==> src/rtl/fell_stim_gen.sv <==
// Stimulus generator for a $fell-style checker: drives signal/enable patterns and
// produces the cycle-exact expected match/fail stream with saturating tallies.
//
// state | meaning
// ------+---------------------------------------------------------
// IDLE  | waiting for start; fields latched and tallies cleared on accept
// HIGH  | signal_out = 1 for the clamped high length
// LOW   | signal_out = 0 for the clamped low length, then next period
// DONE  | one-cycle done pulse, back to IDLE
module fell_stim_gen #(
    parameter int CNT_W = 8
) (
    input  logic             clk,
    input  logic             rst_n,
    input  logic             start,
    input  logic [CNT_W-1:0] high_len,
    input  logic [CNT_W-1:0] low_len,
    input  logic [CNT_W-1:0] repeat_cnt,
    input  logic             en_always,
    output logic             signal_out,
    output logic             en_out,
    output logic             busy,
    output logic             done,
    output logic             exp_match,
    output logic             exp_fail,
    output logic [CNT_W-1:0] match_cnt,
    output logic [CNT_W-1:0] fail_cnt
);

    typedef enum logic [1:0] {
        ST_IDLE = 2'd0,
        ST_HIGH = 2'd1,
        ST_LOW  = 2'd2,
        ST_DONE = 2'd3
    } state_t;

    localparam logic [CNT_W-1:0] ONE = CNT_W'(1);
    localparam logic [CNT_W-1:0] SAT = {CNT_W{1'b1}};

    state_t           state;
    state_t           state_nxt;
    logic [CNT_W-1:0] phase_cnt;
    logic [CNT_W-1:0] phase_cnt_nxt;
    logic [CNT_W-1:0] rep_left;
    logic [CNT_W-1:0] rep_left_nxt;
    logic [CNT_W-1:0] hi_len_q;
    logic [CNT_W-1:0] lo_len_q;
    logic [CNT_W-1:0] hi_clamp;
    logic [CNT_W-1:0] lo_clamp;
    logic             en_always_q;
    logic             phase_bit;
    logic             accept;
    logic             s1;
    logic             s2;
    logic             e1;
    logic             e2;

    assign hi_clamp = (high_len == '0) ? ONE : high_len;
    assign lo_clamp = (low_len == '0) ? ONE : low_len;

    assign busy       = (state == ST_HIGH) || (state == ST_LOW);
    assign signal_out = (state == ST_HIGH);
    assign done       = (state == ST_DONE);
    assign en_out     = busy & (en_always_q | phase_bit);

    // The checker sees a fall when the sample two cycles back was high and the last one low.
    assign exp_match = e2 & s2 & ~s1;
    assign exp_fail  = e2 & ~(s2 & ~s1);

    always_ff @(posedge clk) begin
        if (!rst_n) begin
            state <= ST_IDLE;
        end else begin
            state <= state_nxt;
        end
    end

    always_comb begin
        state_nxt     = state;
        phase_cnt_nxt = phase_cnt;
        rep_left_nxt  = rep_left;
        accept        = 1'b0;
        case (state)
            ST_IDLE: begin
                if (start) begin
                    accept       = 1'b1;
                    rep_left_nxt = repeat_cnt;
                    if (repeat_cnt == '0) begin
                        state_nxt = ST_DONE;
                    end else begin
                        state_nxt     = ST_HIGH;
                        phase_cnt_nxt = hi_clamp;
                    end
                end
            end
            ST_HIGH: begin
                if (phase_cnt == ONE) begin
                    state_nxt     = ST_LOW;
                    phase_cnt_nxt = lo_len_q;
                end else begin
                    phase_cnt_nxt = phase_cnt - ONE;
                end
            end
            ST_LOW: begin
                if (phase_cnt == ONE) begin
                    rep_left_nxt = rep_left - ONE;
                    if (rep_left == ONE) begin
                        state_nxt = ST_DONE;
                    end else begin
                        state_nxt     = ST_HIGH;
                        phase_cnt_nxt = hi_len_q;
                    end
                end else begin
                    phase_cnt_nxt = phase_cnt - ONE;
                end
            end
            ST_DONE: begin
                state_nxt = ST_IDLE;
            end
            default: begin
                state_nxt = ST_IDLE;
            end
        endcase
    end

    always_ff @(posedge clk) begin
        if (!rst_n) begin
            phase_cnt   <= '0;
            rep_left    <= '0;
            hi_len_q    <= ONE;
            lo_len_q    <= ONE;
            en_always_q <= 1'b0;
            phase_bit   <= 1'b0;
        end else begin
            phase_cnt <= phase_cnt_nxt;
            rep_left  <= rep_left_nxt;
            if (accept) begin
                hi_len_q    <= hi_clamp;
                lo_len_q    <= lo_clamp;
                en_always_q <= en_always;
                phase_bit   <= 1'b1;
            end else if (busy) begin
                phase_bit <= ~phase_bit;
            end
        end
    end

    always_ff @(posedge clk) begin
        if (!rst_n) begin
            s1 <= 1'b0;
            s2 <= 1'b0;
            e1 <= 1'b0;
            e2 <= 1'b0;
        end else begin
            s1 <= signal_out;
            s2 <= s1;
            e1 <= en_out;
            e2 <= e1;
        end
    end

    // Clearing on accept takes priority over a trailing expected bit from the previous run.
    always_ff @(posedge clk) begin
        if (!rst_n) begin
            match_cnt <= '0;
            fail_cnt  <= '0;
        end else if (accept) begin
            match_cnt <= '0;
            fail_cnt  <= '0;
        end else begin
            if (exp_match && (match_cnt != SAT)) begin
                match_cnt <= match_cnt + ONE;
            end
            if (exp_fail && (fail_cnt != SAT)) begin
                fail_cnt <= fail_cnt + ONE;
            end
        end
    end

endmodule

==> config.mk <==
export PLATFORM = sky130hd
export DESIGN_NAME = fell_stim_gen
export DESIGN_NICKNAME = d
export VERILOG_FILES = /design/src/rtl/fell_stim_gen.sv
export SDC_FILE = /design/constraint.sdc
export NUM_CORES = 1
export LEC_CHECK = 0
export CORE_ASPECT_RATIO = 0.6
export CORE_UTILIZATION = 53
export CTS_CLUSTER_DIAMETER = 60
export DETAILED_ROUTE_END_ITERATION = 8
export GPL_ROUTABILITY_DRIVEN = 0
export PLACE_DENSITY = 0.89
export SLEW_MARGIN = 30
export SYNTH_ARGS = -nofsm -noshare
export SYNTH_HDL_FRONTEND = slang
export SYNTH_SLANG_ARGS = --single-unit
export TNS_END_PERCENT = 10
==> constraint.sdc <==
create_clock -name clk -period 2.5 [get_ports clk]
set_input_delay 0.5 -clock clk [delete_from_list [all_inputs] [get_ports clk]]
set_output_delay 0.5 -clock clk [all_outputs]
set_load 0.005 [all_outputs]
* Word-level counts from Yosys, hierarchy flattened
Cells that the tools add are included.
Storage, ports and cells: register bits 56, logic and storage cells 74, output and inout port bits 22, input bits 28
Cells by class: eq/ne operators 12, multiplexer cells 21, reduce and logical (&&, ||, !) cells 14, add/sub/neg operators 4, bitwise logic cells 10
Operators by type and width (number):
- 8-bit two-way mux | 9
- 8-bit logical NOT | 3
- 8-bit one-hot mux with 3 select lines | 1
- 8-bit by 1-bit adder with 8-bit output, second input constant | 2
- 8-bit by 1-bit == test with 1-bit output, second input constant | 2
- 8-bit inequality test, second input constant | 2
- 8-bit one-hot mux with 2 select lines | 1
- 8-bit by 1-bit subtractor with 8-bit output, second input constant | 2
- 2-bit two-way mux | 5
- 2-bit one-hot mux with 4 select lines | 1
- 3-bit AND reduction | 2
- 1-bit bitwise AND | 5
- 2-bit == test, second input constant | 2
- 1-bit two-way mux | 4
- 2-bit by 1-bit inequality test with 1-bit output, second input constant | 2
- 2-bit inequality test, second input constant | 2
- 1-bit inverter | 4
- 4-bit AND reduction | 1
- 2-bit nonzero test | 2
- 3-bit inequality test, second input constant | 1
- 3-bit nonzero test | 1
- 2-bit by 1-bit == test with 1-bit output, second input constant | 1
- 1-bit logical AND | 2
- 2-bit logical NOT | 1
- other kinds (3) | 3

* Depth between registers and ports, before layout
Gate-level depths: netlist of run 1.
depth after elaboration 5, gate-level depth with buffers 8, gate-level depth less buffers 7

* Worst setup path before layout of run 1
No wires, ideal clock.
kind reg-to-reg, start reg phase_cnt[1], end reg rep_left[0], path slack 0.595 ns, stages on the path, launching flop included 8, library setup time 0.122 ns, required time 2.378 ns, buffers on the path 1, arrival 1.784 ns, period minus slack after synthesis 1.905 ns, cell sequence dfxtp_1 -> inv_1 -> ha_1 -> nor4b_4 -> nand2b_4 -> a211o_1 -> buf_6 -> o311a_1
On the way: word-level cells in the longest chain between the ends 3
Ends and longest elaborated chain:
- start, declared | line 42 | logic [CNT_W-1:0] phase_cnt;
- start signal, assigned | line 135 | phase_cnt <= phase_cnt_nxt;
- 8-bit by 1-bit == test with 1-bit output | line 105 | if (phase_cnt == ONE) begin
- 2-bit by 1-bit inequality test with 1-bit output (no line)
- 3-bit AND reduction (no line)
- end signal, assigned | line 136 | rep_left <= rep_left_nxt;
- end, declared | line 44 | logic [CNT_W-1:0] rep_left;
Every way passes these cells. A chain may end at the register's enable or synchronous reset.

* Worst setup path after layout of run 1
start reg state[1], end out en_out
On the way: word-level cells in the longest chain between the ends 3, elaborated cells between the ends (all ways) 4, those cells by class 2 x eq/ne; 1 x bitwise; 1 x reduce/logical
Ends and longest elaborated chain:
- start, declared | line 40 | state_t state;
- start signal, assigned | line 74 | state <= state_nxt;
- 2-bit by 1-bit == test with 1-bit output / 2-bit == test (equally long branches) | line 61 | assign busy = (state == ST_HIGH) || (state == ST_LOW);
- 1-bit logical OR * | line 61
- 1-bit bitwise AND * | line 64 | assign en_out = busy & (en_always_q | phase_bit);
- end, declared | line 21 | output logic en_out,
Every way passes the cells marked *; elsewhere a longest branch is shown, timed or not.

==> results of run 1 <==
==> timing repair <==
action	CTS	global route
setup buffers	0	5
setup endpoints to repair	0	6
resized for setup	0	3
==> kinds of logic (layout without fill, tap and decap cells) <==
family | count (synthesis) | in the layout | synth area share, %
compound gates | 104 | 104 | 24.12
xor+xnor | 15 | 15 | 4.459
flops | 56 | 56 | 38.05
fa+ha+maj | 10 | 10 | 4.246
simple gates | 145 | 145 | 23.69
buf+inv | 31 | 83 | 4.416
mux | 3 | 3 | 1.019
==> cell usage after synthesis, types with 3 or more instances <==
cell,n,share of area (%)
ha_1,10,4.2
o31ai_1,5,1.3
nand2_1,52,6.6
xor2_1,9,2.7
nor4_1,6,1.3
nor2_1,36,4.6
and2_1,8,1.7
nand3_1,13,2.2
a22oi_1,4,1.0
o21a_1,3,0.76
or3_1,6,1.3
clkbuf_1,14,1.8
o41ai_1,3,0.89
xnor2_1,6,1.8
o21ai_0,19,3.2
a21oi_1,39,6.6
nor3_1,9,1.5
dfxtp_1,56,38
o221ai_1,3,0.89
nand4_1,3,0.64
mux2i_1,3,1.0
inv_1,11,1.4
a211o_1,3,0.89
o211ai_1,4,1.0
==> final cells by class <==
| cell class | count | share of cell area, % |
|---|---|---|
| well taps | 66 | 2.265 |
| inverters | 13 | 1.338 |
| repair buffers | 62 | 16.13 |
| clock buffers | 6 | 2.265 |
| multi-input cells | 277 | 46.84 |
| flip-flops and latches | 56 | 30.78 |
| clock inverters | 2 | 0.3775 |
==> state kept, by name, indices dropped and copies added (netlist names) <==
name	count
rep_left	8
phase_bit	1
hi_len_q	8
s2	1
en_always_q	1
phase_cnt	8
state	2
match_cnt	8
e1	1
lo_len_q	8
fail_cnt	8
s1	1
e2	1
==> power breakdown <==
group          leakage (nW)  total, W  internal [W]  switching, W
logic                 0.809   0.00218      0.000902       0.00128
clock network        0.0516  0.000523      0.000227      0.000296
registers             0.458   0.00130       0.00110      0.000201
==> metal layers <==
metal	share of wire (%)	global-route usage [%]
met2	41	38.83
met5	0	0
met3	12	9.123
met1	46	40.61
met4	1.5	8.316
==> stage by stage <==
| step | utilization [%] | total power (W) | instances |
|---|---|---|---|
| finish | 70.05 | 0.004005 | 482 |
| global route | 70.05 | 0.004258 | 482 |
| CTS | 69.06 | 0.003806 | 477 |
| detailed placement | 67.21 | 0.003285 | 469 |
| global placement | 67.21 | 0.003219 | 469 |
| floorplan | - | 0.002718 | 364 |
==> final timing paths <==
kind	from	slack [ns]	endpoint
max	state[1]	0.12	en_out
min	e1	0.45	e2
max reg2reg	phase_cnt[1]	0.24	rep_left[0]
min reg2reg	e1	0.45	e2
==> results.toml, run 1 <==
[synthesis]
synth_area_per_cell_um2 = 8.095
synth_edf_count = 0
syn_inst = 364
synthesis.nets = 402
synth.distinct_cells = 56
async_reset_ff_share_pct = 0
syn_area_um2 = 2947
ys_ff_latch = 56
yosysSeqAreaShare_pct = 38.05
yosysWarnings = 0
ys.flop_type = "dfxtp_1"

[job]
cap_violations = 0

[clocking]
htreeDepth = 2
cts_tree = "yes"
clkTransAtPathRegs_ns = 0.10
cts_hold_buf = 0
cts_buffers = 5
root_buffer = "clkbuf_8"
clk_latency_ns = 0.31
cts_max_path_buffers = 2
clock-sinks = 56

[routing]
routed_via_density = 6.068
wl_um = 7981
final_antenna_net_count = 0
drtIter0Drc = 307
via_count = 2925
drc_errors = 0
firstDrtPassIters = 7
avgRoutedWirePerCell_um = 16.56

[global_routing]
track_usage_pct = 27.89
grt_pass1_wl_um = 12610
grt_max_degree = 26
antenna_found_initial = 0
grt_overflow_total = 0
grt_pass1_vias = 2577

[floorplan]
io_pins = 50
dieHeight_um = 59.76
start_util_pct = 56.61
rows = 20
dieArea_um2 = 5872
die_w_um = 98.26
core_um2 = 5205

[worst_hold_path]
min_delay_path_depth = 1
hold_path.class = "flip-flop to flip-flop"

[critical_path]
crit_buf_inv = 3
slowest_delay_ns = 0.53
ff2ff_path_depth = 6
cp.required_ns = 2.00
start_kind = "flip-flop"
worstSetupEndpointType = "output pin"
cp_max_fo = 4
path_class = "flip-flop to output pin"
cp_top_family = "buffers and inverters"
cp_data_arrival_time_ns = 1.88
cpMaxStageDelayCell = "clkdlybuf4s50_1"
crit_chain = "inv_1 > ha_4 > clkinv_1 > nor2_1 > clkdlybuf4s50_1"
worstSetupPathDepth = 5

[place]
pre_cts_ws_ns = 0.05162
portBuffers = 49
placed_area_um2 = 3498
hpwl_um = 5820

[sta]
max_freq_mhz = 420.0
period_minus_slack_ns = 2.381
finalHoldViolCount = 0
worst_slew_pin_slew_ns = 0.7511
finalSetupViolations = 0
fin_ws_ns = 0.1193
hold_ws_ns = 0.4526
fin_tns_setup_ns = 0
grt_setup_unrepaired = "no"
maxSlewHeadroom_pct = 49.71
drv_slew = 0
finalCritPeriodShare_pct = 95.23
skew_ns = 0.008530

[pwr]
power_leakage_nw = 1.319
ir_drop_mv = 0.5506
power.density_nw_per_um2 = 1099

[layout]
drive_gt1_share_pct = 7.452
multi_input_comb_area_um2 = 1708
nNetsFinal = 453
syn_to_final_growth_pct = 23.74
fill_cells = 391
layout_commonest_cell = "dfxtp_1"
ff_latch_area_um2 = 1122
fin_area_um2 = 3646
num_antenna_cells = 0
final_cell_mix = "55 x dfxtp_1, 52 x nand2_1, 49 x clkdlybuf4s50_1, 39 x a21oi_1, 36 x nor2_1"

[status]
status = "complete, no violations"
(Power assumes the default switching activity.)
==> inputs of run 2 (changes only) <==
CTS_CLUSTER_SIZE = 40   (was unset)
PLACE_DENSITY = 0.8   (was 0.89)
==> run 2 against run 1 <==
Effect of this change:
- utilization is 0.29 points lower
- clock skew shrank 0.00098 ns
- non-clock buffer count down 2
- largest power group unchanged
- critical path type unchanged
- design area fell by 0.41%
==> results.toml, run 2 (synthesized netlist as in run 1, its figures left out) <==
[routing]
final_antenna_net_count = 0
via_count = 2864
routed_via_density = 5.967
wl_um = 7665
drc_errors = 0
avgRoutedWirePerCell_um = 15.97
drtIter0Drc = 284
firstDrtPassIters = 7

[clocking]
clkTransAtPathRegs_ns = 0.11
cts_tree = "yes"
cts_buffers = 5
cts_setup_buffers = 0
cts_max_path_buffers = 2
root_buffer = "clkbuf_8"
htreeDepth = 2
clk_latency_ns = 0.31
clock-sinks = 56

[layout]
num_antenna_cells = 0
nNetsFinal = 451
drive_gt1_share_pct = 7.005
fin_area_um2 = 3631
fill_cells = 432
syn_to_final_growth_pct = 23.23
layout_commonest_cell = "dfxtp_1"
fin_util_pct = 69.76
final_cell_mix = "55 x dfxtp_1, 52 x nand2_1, 49 x clkdlybuf4s50_1, 39 x a21oi_1, 36 x nor2_1"

[status]
status = "complete, no violations"

[worst_hold_path]
hold_path.class = "flip-flop to flip-flop"

[critical_path]
cp.required_ns = 2.00
cp_data_arrival_time_ns = 1.83
start_kind = "flip-flop"
path_class = "flip-flop to output pin"
cpMaxStageDelayCell = "clkdlybuf4s50_1"
cp_max_fo = 5
worstSetupEndpointType = "output pin"
slowest_delay_ns = 0.51
crit_chain = "inv_1 > ha_4 > clkinv_1 > nor2_1 > clkdlybuf4s50_1"

[floorplan]
dieArea_um2 = 5872
start_util_pct = 56.61
core_um2 = 5205
die_w_um = 98.26
rows = 20
io_pins = 50
dieHeight_um = 59.76

[sta]
grt_setup_unrepaired = "no"
drv_slew = 0
fin_tns_setup_ns = 0
finalSetupViolations = 0
maxSlewHeadroom_pct = 50.63
skew_ns = 0.007548
finalHoldViolCount = 0
worst_slew_pin_slew_ns = 0.7374
period_minus_slack_ns = 2.332
finalCritPeriodShare_pct = 93.30
max_freq_mhz = 428.7

[pwr]
ir_drop_mv = 0.5851
power_leakage_nw = 1.305
power.density_nw_per_um2 = 1085

[global_routing]
grt_pass1_wl_um = 12360
antenna_found_initial = 0
grt_overflow_total = 0
track_usage_pct = 27.47
grt_pass1_vias = 2450
grt_max_degree = 22

[place]
hpwl_um = 5714
portBuffers = 49
placed_area_um2 = 3521

[job]
cap_violations = 0
run 2: cell types whose count changed in the layout (fill, tap and decap cells not counted), sizes merged:
cell	before	now
buf	13	11
clkinvlp	0	1
clkbuf	6	5
run 2: area by class of cell:
class                      instances  area (um^2)  area share [%]
clock buffer                       5        68.82           1.895
tap                               66        82.58           2.274
multi-input combinational        277         1708           47.04
clock inverter                     3        27.53          0.7581
sequential                        56         1122           30.91
timing repair buffer              60        573.1           15.78
inverter                          13        48.80           1.344
run 2: what timing repair did:
action	4_1_cts	5_1_grt
gates cloned	0	0
setup endpoints to repair	1	3
hold buffers	0	0
pin swaps	0	1
gates resized for setup	1	2
run 2: worst paths after layout:
kind	cells past startpoint	endpoint	slack [ns]	from
worst max-delay path	5	en_out	0.17	state[1]
worst min-delay path	1	e2	0.46	e1
worst max register to register	7	phase_cnt[1]	0.18	phase_cnt[1]
worst min register to register	1	e2	0.46	e1
run 2: stage by stage:
stage                     power [W]  instances  setup slack, ns  hold slack, ns
after floorplan            0.002718        364           0.5946          0.4119
after global placement     0.003286        472           0.1940          0.4298
after detailed placement   0.003309        472           0.1390          0.4283
after CTS                  0.003859        480          0.05863          0.4547
after global routing       0.004218        480         0.007375          0.4833
final                      0.003940        480           0.1676          0.4552
run 2: routing by layer:
layer | part of all wire (%) | vias up | global-route usage, %
met4 | 0.50 | 0 | 4.691
met2 | 38 | 129 | 36.62
met5 | 0 | - | 0
met1 | 52 | 1325 | 43.59
li1 | - | 1405 | -
met3 | 8.8 | 5 | 6.901
run 2: power by group:
part | internal [W] | leakage, nW | switching [W] | total, W
combinational | 0.000879 | 0.801 | 0.00123 | 0.00211
clock | 0.000206 | 0.0463 | 0.000316 | 0.000523
sequential | 0.00110 | 0.458 | 0.000205 | 0.00130
run 2: critical path: cells and delay by family, from the launching register on:
| family | cells | cell delay (ns) |
|---|---|---|
| adder cells (fa/ha/maj) | 1 | 0.33 |
| AND/OR/NAND/NOR | 1 | 0.10 |
| buffers and inverters | 3 | 0.69 |
| flip-flops | 1 | 0.39 |
==> inputs of run 3 (changes only) <==
REMOVE_ABC_BUFFERS = 1   (was unset)
==> run 3 against run 2 <==
Effect of this change:
- register-to-register slack hardly changed
- count of clock-buffer cells in the layout stayed put
- sequential share of layout area fell by 0.43 points
- via count increased by 3.2%
- global-route usage increased by 0.92 points
- critical endpoint unchanged
- largest power group unchanged
==> results.toml, run 3 (synthesized netlist as in run 1, its figures left out) <==
[layout]
fill_cells = 427
layout_commonest_cell = "dfxtp_1"
num_antenna_cells = 0
ff_latch_area_um2 = 1122
syn_to_final_growth_pct = 24.97
drive_gt1_share_pct = 7.711
fin_area_um2 = 3682
multi_input_comb_area_um2 = 1710
final_cell_mix = "55 x dfxtp_1, 52 x nand2_1, 49 x clkdlybuf4s50_1, 39 x a21oi_1, 36 x nor2_1"
nNetsFinal = 452

[global_routing]
grt_pass1_wl_um = 12920
grt_overflow_total = 0
grt_pass1_vias = 2646
grt_max_degree = 28
track_usage_pct = 28.38
antenna_found_initial = 0

[critical_path]
cpMaxStageDelayCell = "clkdlybuf4s50_1"
cp.required_ns = 2.00
crit_chain = "inv_1 > ha_4 > clkinv_1 > nor2_1 > clkdlybuf4s50_1"
cp_max_fo = 7
slowest_delay_ns = 0.52
start_kind = "flip-flop"
cp_data_arrival_time_ns = 1.89
r2r_setup_slack_ns = 0.19
r2r-start = "phase_cnt[1]"
ff2ff_path_depth = 7
worstSetupEndpointType = "output pin"
path_class = "flip-flop to output pin"
r2r_end = "phase_cnt[7]"

[sta]
finalCritPeriodShare_pct = 95.47
drv_slew = 0
maxSlewHeadroom_pct = 49.96
fin_tns_setup_ns = 0
finalHoldViolCount = 0
max_freq_mhz = 419.0
period_minus_slack_ns = 2.387
finalSetupViolations = 0
skew_ns = 0.004826
grt_setup_unrepaired = "no"
worst_slew_pin_slew_ns = 0.7472

[clocking]
cts_tree = "yes"
clkTransAtPathRegs_ns = 0.10
cts_buffers = 5
cts_hold_buf = 0
clk_latency_ns = 0.32
clock-sinks = 56
cts_max_path_buffers = 2
root_buffer = "clkbuf_8"
htreeDepth = 2

[status]
status = "complete, no violations"

[place]
portBuffers = 49
placed_area_um2 = 3528
hpwl_um = 5936

[floorplan]
io_pins = 50
dieHeight_um = 59.76
die_w_um = 98.26
start_util_pct = 56.61
core_um2 = 5205
dieArea_um2 = 5872
rows = 20

[routing]
avgRoutedWirePerCell_um = 16.85
routed_via_density = 6.146
drc_errors = 0
wl_um = 8107
via_count = 2956
wl_met1_um = 3900
final_antenna_net_count = 0
highest_layer = "met4"
wl_met3_um = 793
drtIter0Drc = 278
firstDrtPassIters = 5
wl_met2_um = 3364

[worst_hold_path]
min_delay_path_depth = 1
holdPathEnd = "e2"
hold_path.class = "flip-flop to flip-flop"
hp-start = "e1"

[pwr]
ir_drop_mv = 0.5810
power_leakage_nw = 1.329
power.density_nw_per_um2 = 1135

[job]
cap_violations = 0
## run 3: changes by cell type in the layout (fill, tap and decap cells not counted)
cell        delta
bufinv_16      +2
buf_4          +1
inv_1          -1
ha_2           +1
inv_8          -1
inv_6          +1
ha_1           -1
clkinvlp_4     -1
clkinv_4       -1
inv_2          +1
## run 3: critical path, delay by kind of cell, from the launching register on
family,cells,cell delay [ns]
adder cells (fa/ha/maj),1,0.33
buffers and inverters,3,0.72
flip-flops,1,0.40
AND/OR/NAND/NOR,1,0.12
## run 3: routing by layer
metal	vias up	GRT usage [%]
met5	-	0
met1	1400	42.42
met3	5	5.965
met4	0	5.757
met2	148	42.05
li1	1403	-
## run 3: worst max path at each step
stage                             start           end
after floorplan                state[0]  phase_cnt[6]
after global placement    repeat_cnt[2]  phase_cnt[6]
after detailed placement  repeat_cnt[2]  phase_cnt[7]
after CTS                      state[1]        en_out
after global routing           state[1]        en_out
final                          state[1]        en_out
## run 3: report_power, final
group	leakage (nW)	total [W]	switching [W]	internal (W)
combinational	0.802	0.00215	0.00126	0.000889
sequential	0.458	0.00131	0.000215	0.00110
clock	0.0687	0.000719	0.000315	0.000403
total	1.33	0.00418	0.00179	0.00239
## run 3: area by class of cell
class	instances	area share, %
Sequential cell	56	30.48
Clock buffer	5	1.869
Tap cell	66	2.243
Timing Repair Buffer	61	15.77
Clock inverter	3	1.869
Multi-Input combinational cell	277	46.45
Inverter	13	1.325
## run 3: stage by stage
| step | util [%] | total power, W | std cells | worst slack, ns | hold WS (ns) |
|---|---|---|---|---|---|
| final | 70.75 | 0.004181 | 481 | 0.1133 | 0.4449 |
| after global routing | 70.75 | 0.004429 | 481 | 0.02212 | 0.4655 |
| after CTS | 70.48 | 0.004090 | 481 | 0.01749 | 0.4464 |
| after detailed placement | 67.79 | 0.003351 | 473 | 0.001384 | 0.4212 |
| after global placement | 67.79 | 0.003290 | 473 | 0.1635 | 0.4187 |
| after floorplan | - | 0.002625 | 346 | 0.2748 | 0.4118 |
## run 3: repair_timing
action                     in CTS  in global routing
resized for setup               1                  4
setup endpoints to repair       1                  3
setup buffers                   0                  0
pin swaps                       0                  0
